===== src/rtl/imem_program_loader.sv =====
// Assembles big-endian bytes into instruction words and writes them to
// consecutive instruction-memory addresses until HALT_WORD or memory full.
// Optional IMEM_LOADER_CHECKSUM_EN adds a trailing mod-256 checksum byte check.
module imem_program_loader #(
  parameter int                 NB_DATA   = 32,
  parameter int                 NB_BYTE   = 8,
  parameter int                 N_ADDR    = 2048,
  parameter int                 NB_ADDR   = $clog2(N_ADDR + 1),
  parameter logic [NB_DATA-1:0] HALT_WORD = 32'hFFFF_FFFF
) (
  input  logic               i_clock,
  input  logic               i_reset,
  input  logic               i_start,
  input  logic [NB_BYTE-1:0] i_rx_data,
  input  logic               i_rx_valid,
  output logic [NB_DATA-1:0] o_wr_data,
  output logic [NB_ADDR-1:0] o_wr_addr,
  output logic               o_wr_enable,
  output logic               o_busy,
  output logic               o_done,
  output logic               o_overflow,
`ifdef IMEM_LOADER_CHECKSUM_EN
  output logic               o_chk_error,
`endif
  output logic [NB_ADDR:0]   o_word_count
);

  localparam int N_BYTES = NB_DATA / NB_BYTE;
  localparam int NB_CNT  = (N_BYTES > 1) ? $clog2(N_BYTES) : 1;

`ifdef IMEM_LOADER_CHECKSUM_EN
  typedef enum logic [1:0] {IDLE, RECEIVE, DONE, CHECK} state_t;
`else
  typedef enum logic [1:0] {IDLE, RECEIVE, DONE} state_t;
`endif

  state_t                      r_state;
  state_t                      w_next_state;
  logic [NB_DATA-NB_BYTE-1:0]  r_shift;
  logic [NB_CNT-1:0]           r_byte_cnt;
  logic [NB_ADDR-1:0]          r_addr;
  logic [NB_DATA-1:0]          w_assembled;
  logic                        w_rx_accept;
  logic                        w_word_done;
  logic                        w_start;
  logic                        w_is_halt;
  logic                        w_is_last;
`ifdef IMEM_LOADER_CHECKSUM_EN
  logic [7:0]                  r_sum;
`endif

  assign w_assembled = {r_shift, i_rx_data};
  assign w_rx_accept = (r_state == RECEIVE) && i_rx_valid;
  assign w_word_done = w_rx_accept && (r_byte_cnt == NB_CNT'(N_BYTES - 1));
  assign w_start     = i_start && ((r_state == IDLE) || (r_state == DONE));
  // End-of-load decisions are taken in the write cycle from the registered
  // write outputs, so o_done rises the cycle after o_wr_enable.
  assign w_is_halt   = (o_wr_data == HALT_WORD);
  assign w_is_last   = (o_wr_addr == NB_ADDR'(N_ADDR - 1));

  always_ff @(posedge i_clock) begin
    if (i_reset) r_state <= IDLE;
    else         r_state <= w_next_state;
  end

  always_comb begin
    w_next_state = r_state;
    case (r_state)
      IDLE:    if (i_start) w_next_state = RECEIVE;
      RECEIVE: begin
        if (o_wr_enable) begin
          if (w_is_halt) begin
`ifdef IMEM_LOADER_CHECKSUM_EN
            w_next_state = CHECK;
`else
            w_next_state = DONE;
`endif
          end else if (w_is_last) begin
            w_next_state = DONE;
          end
        end
      end
      DONE:    if (i_start) w_next_state = RECEIVE;
`ifdef IMEM_LOADER_CHECKSUM_EN
      CHECK:   if (i_rx_valid) w_next_state = DONE;
`endif
      default: w_next_state = IDLE;
    endcase
  end

  always_ff @(posedge i_clock) begin
    if (i_reset) begin
      r_shift      <= '0;
      r_byte_cnt   <= '0;
      r_addr       <= '0;
      o_wr_data    <= '0;
      o_wr_addr    <= '0;
      o_wr_enable  <= 1'b0;
      o_busy       <= 1'b0;
      o_done       <= 1'b0;
      o_overflow   <= 1'b0;
      o_word_count <= '0;
    end else begin
      o_wr_enable <= 1'b0;
      o_busy      <= (w_next_state == RECEIVE);
      o_done      <= (w_next_state == DONE);
      if (w_start) begin
        r_byte_cnt   <= '0;
        r_addr       <= '0;
        o_overflow   <= 1'b0;
        o_word_count <= '0;
      end
      if (w_rx_accept) begin
        r_shift    <= w_assembled[NB_DATA-NB_BYTE-1:0];
        r_byte_cnt <= w_word_done ? '0 : r_byte_cnt + NB_CNT'(1);
        if (w_word_done) begin
          o_wr_enable  <= 1'b1;
          o_wr_data    <= w_assembled;
          o_wr_addr    <= r_addr;
          r_addr       <= r_addr + NB_ADDR'(1);
          o_word_count <= o_word_count + (NB_ADDR+1)'(1);
        end
      end
      if ((r_state == RECEIVE) && o_wr_enable && !w_is_halt && w_is_last)
        o_overflow <= 1'b1;
    end
  end

`ifdef IMEM_LOADER_CHECKSUM_EN
  always_ff @(posedge i_clock) begin
    if (i_reset) begin
      r_sum       <= '0;
      o_chk_error <= 1'b0;
    end else begin
      if (w_start) begin
        r_sum       <= '0;
        o_chk_error <= 1'b0;
      end else if (w_rx_accept) begin
        r_sum <= r_sum + 8'(i_rx_data);
      end
      if ((r_state == CHECK) && i_rx_valid)
        o_chk_error <= (8'(i_rx_data) != r_sum);
    end
  end
`endif

endmodule

===== config.mk =====
export PLATFORM = sky130hd
export DESIGN_NAME = imem_program_loader
export DESIGN_NICKNAME = d
export VERILOG_FILES = /design/src/rtl/imem_program_loader.sv
export SDC_FILE = /design/constraint.sdc
export NUM_CORES = 1
export LEC_CHECK = 0
export BUFFER_PORTS_ARGS = -buffer_cell sky130_fd_sc_hd__buf_2
export CORE_MARGIN = 4
export CORE_UTILIZATION = 49
export DETAILED_ROUTE_END_ITERATION = 10
export PLACE_DENSITY = 0.75
export SLEW_MARGIN = 30
export SYNTH_ARGS = -nofsm -noshare
export SYNTH_HDL_FRONTEND = slang
export SYNTH_SLANG_ARGS = --single-unit

===== constraint.sdc =====
create_clock -name i_clock -period 1.7 [get_ports i_clock]
set_input_delay 0.085 -clock i_clock [delete_from_list [all_inputs] [get_ports i_clock]]
set_output_delay 0.085 -clock i_clock [all_outputs]
set_load 0.01 [all_outputs]

# Word level (Yosys, flattened, before mapping)

Index checks and enable logic that the tools add are counted.

Word-level logic and storage cells: 53
Input port bits: 12
Register bits: 101

Reductions and logical operators: 14
Bitwise logic cells: 1
$add $sub $neg: 3
Multiplexer cells: 17
Equal/unequal tests: 7

Operators with widths:

| operator                                                           | count |
|---|---|
| 13-bit two-way mux                                                 | 3 |
| 12-bit two-way mux                                                 | 3 |
| 32-bit == test (second input constant)                             | 1 |
| 2-bit two-way mux                                                  | 7 |
| 13-bit by 1-bit adder with 13-bit output (second input constant)   | 1 |
| 12-bit by 1-bit adder with 12-bit output (second input constant)   | 1 |
| 12-bit by 11-bit == test with 1-bit output (second input constant) | 1 |
| 2-bit == test (second input constant)                              | 3 |
| 1-bit logical AND                                                  | 6 |
| 2-bit by 1-bit == test with 1-bit output (second input constant)   | 2 |
| 2-bit one-hot mux with 2 select lines                              | 1 |
| 2-bit nonzero test                                                 | 2 |
| 2-bit OR reduction                                                 | 2 |
| 1-bit two-way mux                                                  | 3 |
| 2-bit by 1-bit adder with 2-bit output (second input constant)     | 1 |
| 2-bit logical NOT                                                  | 1 |
| 2-bit AND reduction                                                | 1 |
| 1-bit logical NOT                                                  | 1 |
| 1-bit logical OR                                                   | 1 |
| 1-bit NOT                                                          | 1 |

# Longest topological paths before layout

Word-level depth: 6
Gate-level depth with buffers: 7

# Worst setup path after synthesis

Ideal clock, no wire load.

Path kind: flip-flop to flip-flop
Start: reg r_byte_cnt[0]
End: reg o_word_count[12]
Setup slack: 0.027 ns
Arrival time: 1.541 ns
Path buffers: 1
Cell stages (with the launch flop): 7
Cells stage by stage: dfxtp_1 ha_1 nand4b_4 or4_1 buf_2 o211ai_2 o41ai_2

Word-level cells in the longest chain between the ends: 4

RTL lines:

| item                   | RTL line | RTL |
|---|---|---|
| start, declared        | 40       | `logic [NB_CNT-1:0] r_byte_cnt;` |
| start signal, assigned | 115      | `r_byte_cnt <= w_word_done ? '0 : r_byte_cnt + NB_CNT'(1);` |
| 2-bit == test          | 54       | `assign w_word_done = w_rx_accept && (r_byte_cnt == NB_CNT'(N_BYTES - 1));` |
| 1-bit logical AND      | 54       |  |
| 13-bit two-way mux     | 116      | `if (w_word_done) begin` |
| 13-bit two-way mux     | 113      | `if (w_rx_accept) begin` |
| end signal, assigned   | 121      | `o_word_count <= o_word_count + (NB_ADDR+1)'(1);` |
| end, declared          | 25       | `output logic [NB_ADDR:0] o_word_count` |

No other way between the ends.
A chain may end at the register's enable or synchronous reset.

# Worst setup path in the final report

Start: reg r_byte_cnt[1]
End: reg o_word_count[12]

The elaborated chain is that of the path after synthesis.

==> impl_metrics.xml <==
<?xml version="1.0" encoding="UTF-8"?>
<metrics>
  <group name="worst_setup_path">
    <metric name="crit_slowest_cell" unit="">or4_4</metric>
    <metric name="timing.setup.critical_path_class" unit="">flip-flop to flip-flop</metric>
    <metric name="required" unit="ns">1.97</metric>
    <metric name="critPathMaxFanout" unit="">4</metric>
    <metric name="critical_path.startpoint" unit="">r_byte_cnt[1]</metric>
    <metric name="setup.worst_path.end_class" unit="">flip-flop</metric>
    <metric name="worst_path_largest_cell_delay" unit="ns">0.55</metric>
    <metric name="worst-endpoint-arrival" unit="ns">1.91</metric>
    <metric name="timing.critical_path.from_type" unit="">flip-flop</metric>
    <metric name="crit_chain" unit="">ha_4 -&gt; nand4b_4 -&gt; or4_4 -&gt; buf_6 -&gt; o41ai_4</metric>
    <metric name="cp_top_family" unit="">simple AND/OR/NAND/NOR gates</metric>
    <metric name="worst_r2r_startpoint" unit="">r_byte_cnt[1]</metric>
    <metric name="cp_num_buf_inv" unit="">1</metric>
  </group>
  <group name="place">
    <metric name="hpwl" unit="µm">6610</metric>
    <metric name="place_congestion" unit="">0.817</metric>
    <metric name="port_buffer_cells" unit="">72</metric>
  </group>
  <group name="floorplanning">
    <metric name="initial_utilization" unit="%">50.6</metric>
    <metric name="die-width" unit="µm">97.3</metric>
    <metric name="fp.dieH" unit="µm">97.3</metric>
    <metric name="core-area" unit="mm²">0.00773</metric>
    <metric name="die_area" unit="mm²">0.00947</metric>
    <metric name="row_count" unit="">32</metric>
    <metric name="top_level_i_o_count" unit="">73</metric>
  </group>
  <group name="timing">
    <metric name="finalCriticalPeriod" unit="ns">1.64</metric>
    <metric name="final.hold.worst_slack" unit="ns">0.0927</metric>
    <metric name="timing.final.setup_violations" unit="">0</metric>
    <metric name="slew_viol_final" unit="">0</metric>
    <metric name="max_slew_margin" unit="%">70.4</metric>
    <metric name="achievable-frequency" unit="MHz">608</metric>
    <metric name="worst-slew-pin-transition" unit="ns">0.443</metric>
    <metric name="skew" unit="ns">0.0114</metric>
    <metric name="fin_crit_sh" unit="%">96.7</metric>
    <metric name="hold_violations" unit="">0</metric>
  </group>
  <group name="yosys">
    <metric name="synth.distinct_cells" unit="">41</metric>
    <metric name="syn_area" unit="mm²">0.00391</metric>
    <metric name="synth.cells.most_frequent" unit="">153 x nand2_1, 101 x dfxtp_1, 75 x a21oi_1</metric>
    <metric name="synthCells" unit="">472</metric>
    <metric name="post-synth-top-area-cell" unit="">dfxtp_1</metric>
    <metric name="ys_warn_count" unit="">0</metric>
    <metric name="synth_edf_count" unit="">0</metric>
    <metric name="ys_ff_latch" unit="">101</metric>
    <metric name="postSynth.asyncResetShare" unit="%">0</metric>
    <metric name="syn_nets" unit="">487</metric>
    <metric name="ys_top_cells_by_area" unit="">dfxtp_1 52%, nand2_1 15%, a21oi_1 9.6%</metric>
    <metric name="synth_top_area_share" unit="%">51.7</metric>
    <metric name="synth-seq-area-share" unit="%">51.7</metric>
    <metric name="post-synth-top-count-cell" unit="">nand2_1</metric>
    <metric name="synth_area_per_cell" unit="µm²">8.28</metric>
    <metric name="dominantRegCellSynth" unit="">dfxtp_1</metric>
  </group>
  <group name="cells_and_area">
    <metric name="post_route_cells_drive_above_1_share" unit="%">23.6</metric>
    <metric name="antenna_cells_inserted" unit="">0</metric>
    <metric name="finalNetCount" unit="">577</metric>
    <metric name="num-fill-cells" unit="">674</metric>
    <metric name="area_delta_synth_final" unit="%">23.9</metric>
  </group>
  <group name="min_path">
    <metric name="hold_path_startpoint" unit="">i_start</metric>
    <metric name="hp-class" unit="">input pin to flip-flop</metric>
  </group>
  <group name="power">
    <metric name="power.density" unit="mW/mm²">910</metric>
    <metric name="internal-power" unit="mW">3.36</metric>
    <metric name="power.total" unit="mW">4.41</metric>
    <metric name="clock_power_share" unit="%">38.1</metric>
    <metric name="power.switching_fraction" unit="%">23.7</metric>
    <metric name="netSwitchingPower" unit="mW">1.04</metric>
    <metric name="cellLeakagePower" unit="nW">1.94</metric>
    <metric name="comb_power_share" unit="%">6.6</metric>
    <metric name="max-vdd-ir-drop" unit="mV">0.640</metric>
    <metric name="seq_power_share" unit="%">55.3</metric>
  </group>
  <group name="cts">
    <metric name="clk_pin_slew" unit="ns">0.10</metric>
    <metric name="clock_latency_reported_for_the_late_side_of_the_worst_skew_pair" unit="ns">0.36</metric>
    <metric name="numCtsBuffers" unit="">9</metric>
    <metric name="cts_max_path_buffers" unit="">2</metric>
    <metric name="htree_num_levels" unit="">3</metric>
    <metric name="cts.sink_count" unit="">101</metric>
    <metric name="tritoncts_clock_tree" unit="">built</metric>
    <metric name="clk_root_buffer_cell" unit="">clkbuf_8</metric>
  </group>
  <group name="status">
    <metric name="run_status" unit="">complete, no violations</metric>
  </group>
  <group name="global_route">
    <metric name="first_global_vias" unit="">3379</metric>
    <metric name="antenna_found_initial" unit="">0</metric>
    <metric name="grt_overflow" unit="">0</metric>
    <metric name="maximum_number_of_pins_on_one_net_before_global_route_repair" unit="">39</metric>
    <metric name="grt_first_pass_wirelength" unit="µm">16000</metric>
    <metric name="grt_usage" unit="%">20.2</metric>
  </group>
  <group name="routing">
    <metric name="drt-vias-per-instance" unit="">5.41</metric>
    <metric name="drc" unit="">0</metric>
    <metric name="drt-initial-drc-count" unit="">156</metric>
    <metric name="drt-total-wl" unit="µm">9400</metric>
    <metric name="route.detailed.wl_per_inst" unit="µm">14.0</metric>
    <metric name="drtAntennaViolNets" unit="">0</metric>
    <metric name="route.vias.total" unit="">3616</metric>
    <metric name="detailedRoute.firstPassIterationCount" unit="">4</metric>
  </group>
  <group name="job">
    <metric name="maxCapViolCount" unit="">0</metric>
  </group>
</metrics>
## layout make-up
| cell class | count | area, µm² | area share [%] |
|---|---|---|---|
| Clock buffer | 10 | 128 | 2.63 |
| Clock inverter | 6 | 91.3 | 1.89 |
| Inverter | 4 | 15.0 | 0.310 |
| Multi-Input combinational cell | 337 | 1780 | 36.7 |
| Sequential cell | 101 | 2020 | 41.8 |
| Tap cell | 102 | 128 | 2.63 |
| Timing Repair Buffer | 109 | 682 | 14.1 |
## sequential cells by signal, indices dropped and copies added, names as in the netlist
| signal | count |
|---|---|
| o_word_count | 13 |
| o_wr_enable | 1 |
| o_wr_addr | 12 |
| o_overflow | 1 |
| r_byte_cnt | 2 |
| o_done | 1 |
| r_addr | 12 |
| r_state | 2 |
| o_wr_data | 32 |
| o_busy | 1 |
| r_shift | 24 |
## placed cells by master (no fill, tap or decap), types with 7 or more instances in the layout
| cell type | netlist | layout |
|---|---|---|
| nand2_1 | 153 | 153 |
| dfxtp_1 | 101 | 99 |
| a21oi_1 | 75 | 75 |
| buf_2 | 12 | 72 |
| buf_4 | 1 | 25 |
| nand4_1 | 18 | 18 |
| nand3_1 | 13 | 13 |
| nor2_1 | 13 | 13 |
| clkbuf_8 | 0 | 9 |
| dlygate4sd3_1 | 0 | 8 |
| xor2_1 | 7 | 7 |
## per-layer routing
metal / vias up / routed length (µm) / global-route usage, %
li1: 1784 / - / -
met1: 1732 / 4020 / 24.9
met2: 86 / 4760 / 35.0
met3: 14 / 425 / 3.73
met4: 0 / 197 / 7.88
met5: - / 0 / 0
## cells by family (layout without fill, tap and decap cells)
group,count (synthesis),count (layout),synth area share [%]
fa+ha+maj,3,3,0.960
simple gates,227,227,26.2
xor+xnor,10,10,2.24
flops,101,101,51.7
mux,2,2,0.512
buf+inv,34,129,3.75
compound gates,95,95,14.6
## power by group through the flow
stage | combinational (mW) | clock [mW] | sequential, mW
2_1_floorplan | 0.170 | 0 | 2.49
3_3_place_gp | 0.264 | 0 | 2.49
3_5_place_dp | 0.270 | 0 | 2.49
4_1_cts | 0.287 | 1.71 | 2.44
5_1_grt | 0.322 | 1.80 | 2.44
6_report | 0.290 | 1.68 | 2.44
## worst paths after layout
kind	end	slack, ns	depth (start not counted)
worst min-delay path	o_done	0.09	3
worst max register to register	o_word_count[12]	0.06	5
worst min register to register	r_shift[23]	0.46	2
worst max-delay path	o_word_count[12]	0.06	5
## repair_timing
item | in CTS | in global routing
hold endpoints to repair | 16 | 0
hold buffers | 8 | 0
pin swaps | 1 | 0
gates resized for setup | 6 | 4
endpoints found under the setup margin | 4 | 7
cloned | 0 | 0
setup buffers | 0 | 1
## worst register-to-register path, cell delays in order (launching register included)
cell and delay, ns:
dfxtp_2 0.36, ha_4 0.16, nand4b_4 0.11, or4_4 0.55, buf_6 0.16, o41ai_4 0.22
## per-stage QoR
step	util [%]	setup WS, ns	cell area, µm²	setup TNS, ns	std cells
6_report	62.7	0.0561	4840	0	669
5_1_grt	62.7	-0.000135	4840	-0.000135	669
4_1_cts	62.4	0.0323	4820	0	668
3_5_place_dp	58.1	-0.140	4490	-0.288	644
3_3_place_gp	58.1	0.00729	4490	0	644
2_1_floorplan	-	0.0272	3910	0	472
(Power assumes the default switching activity.)
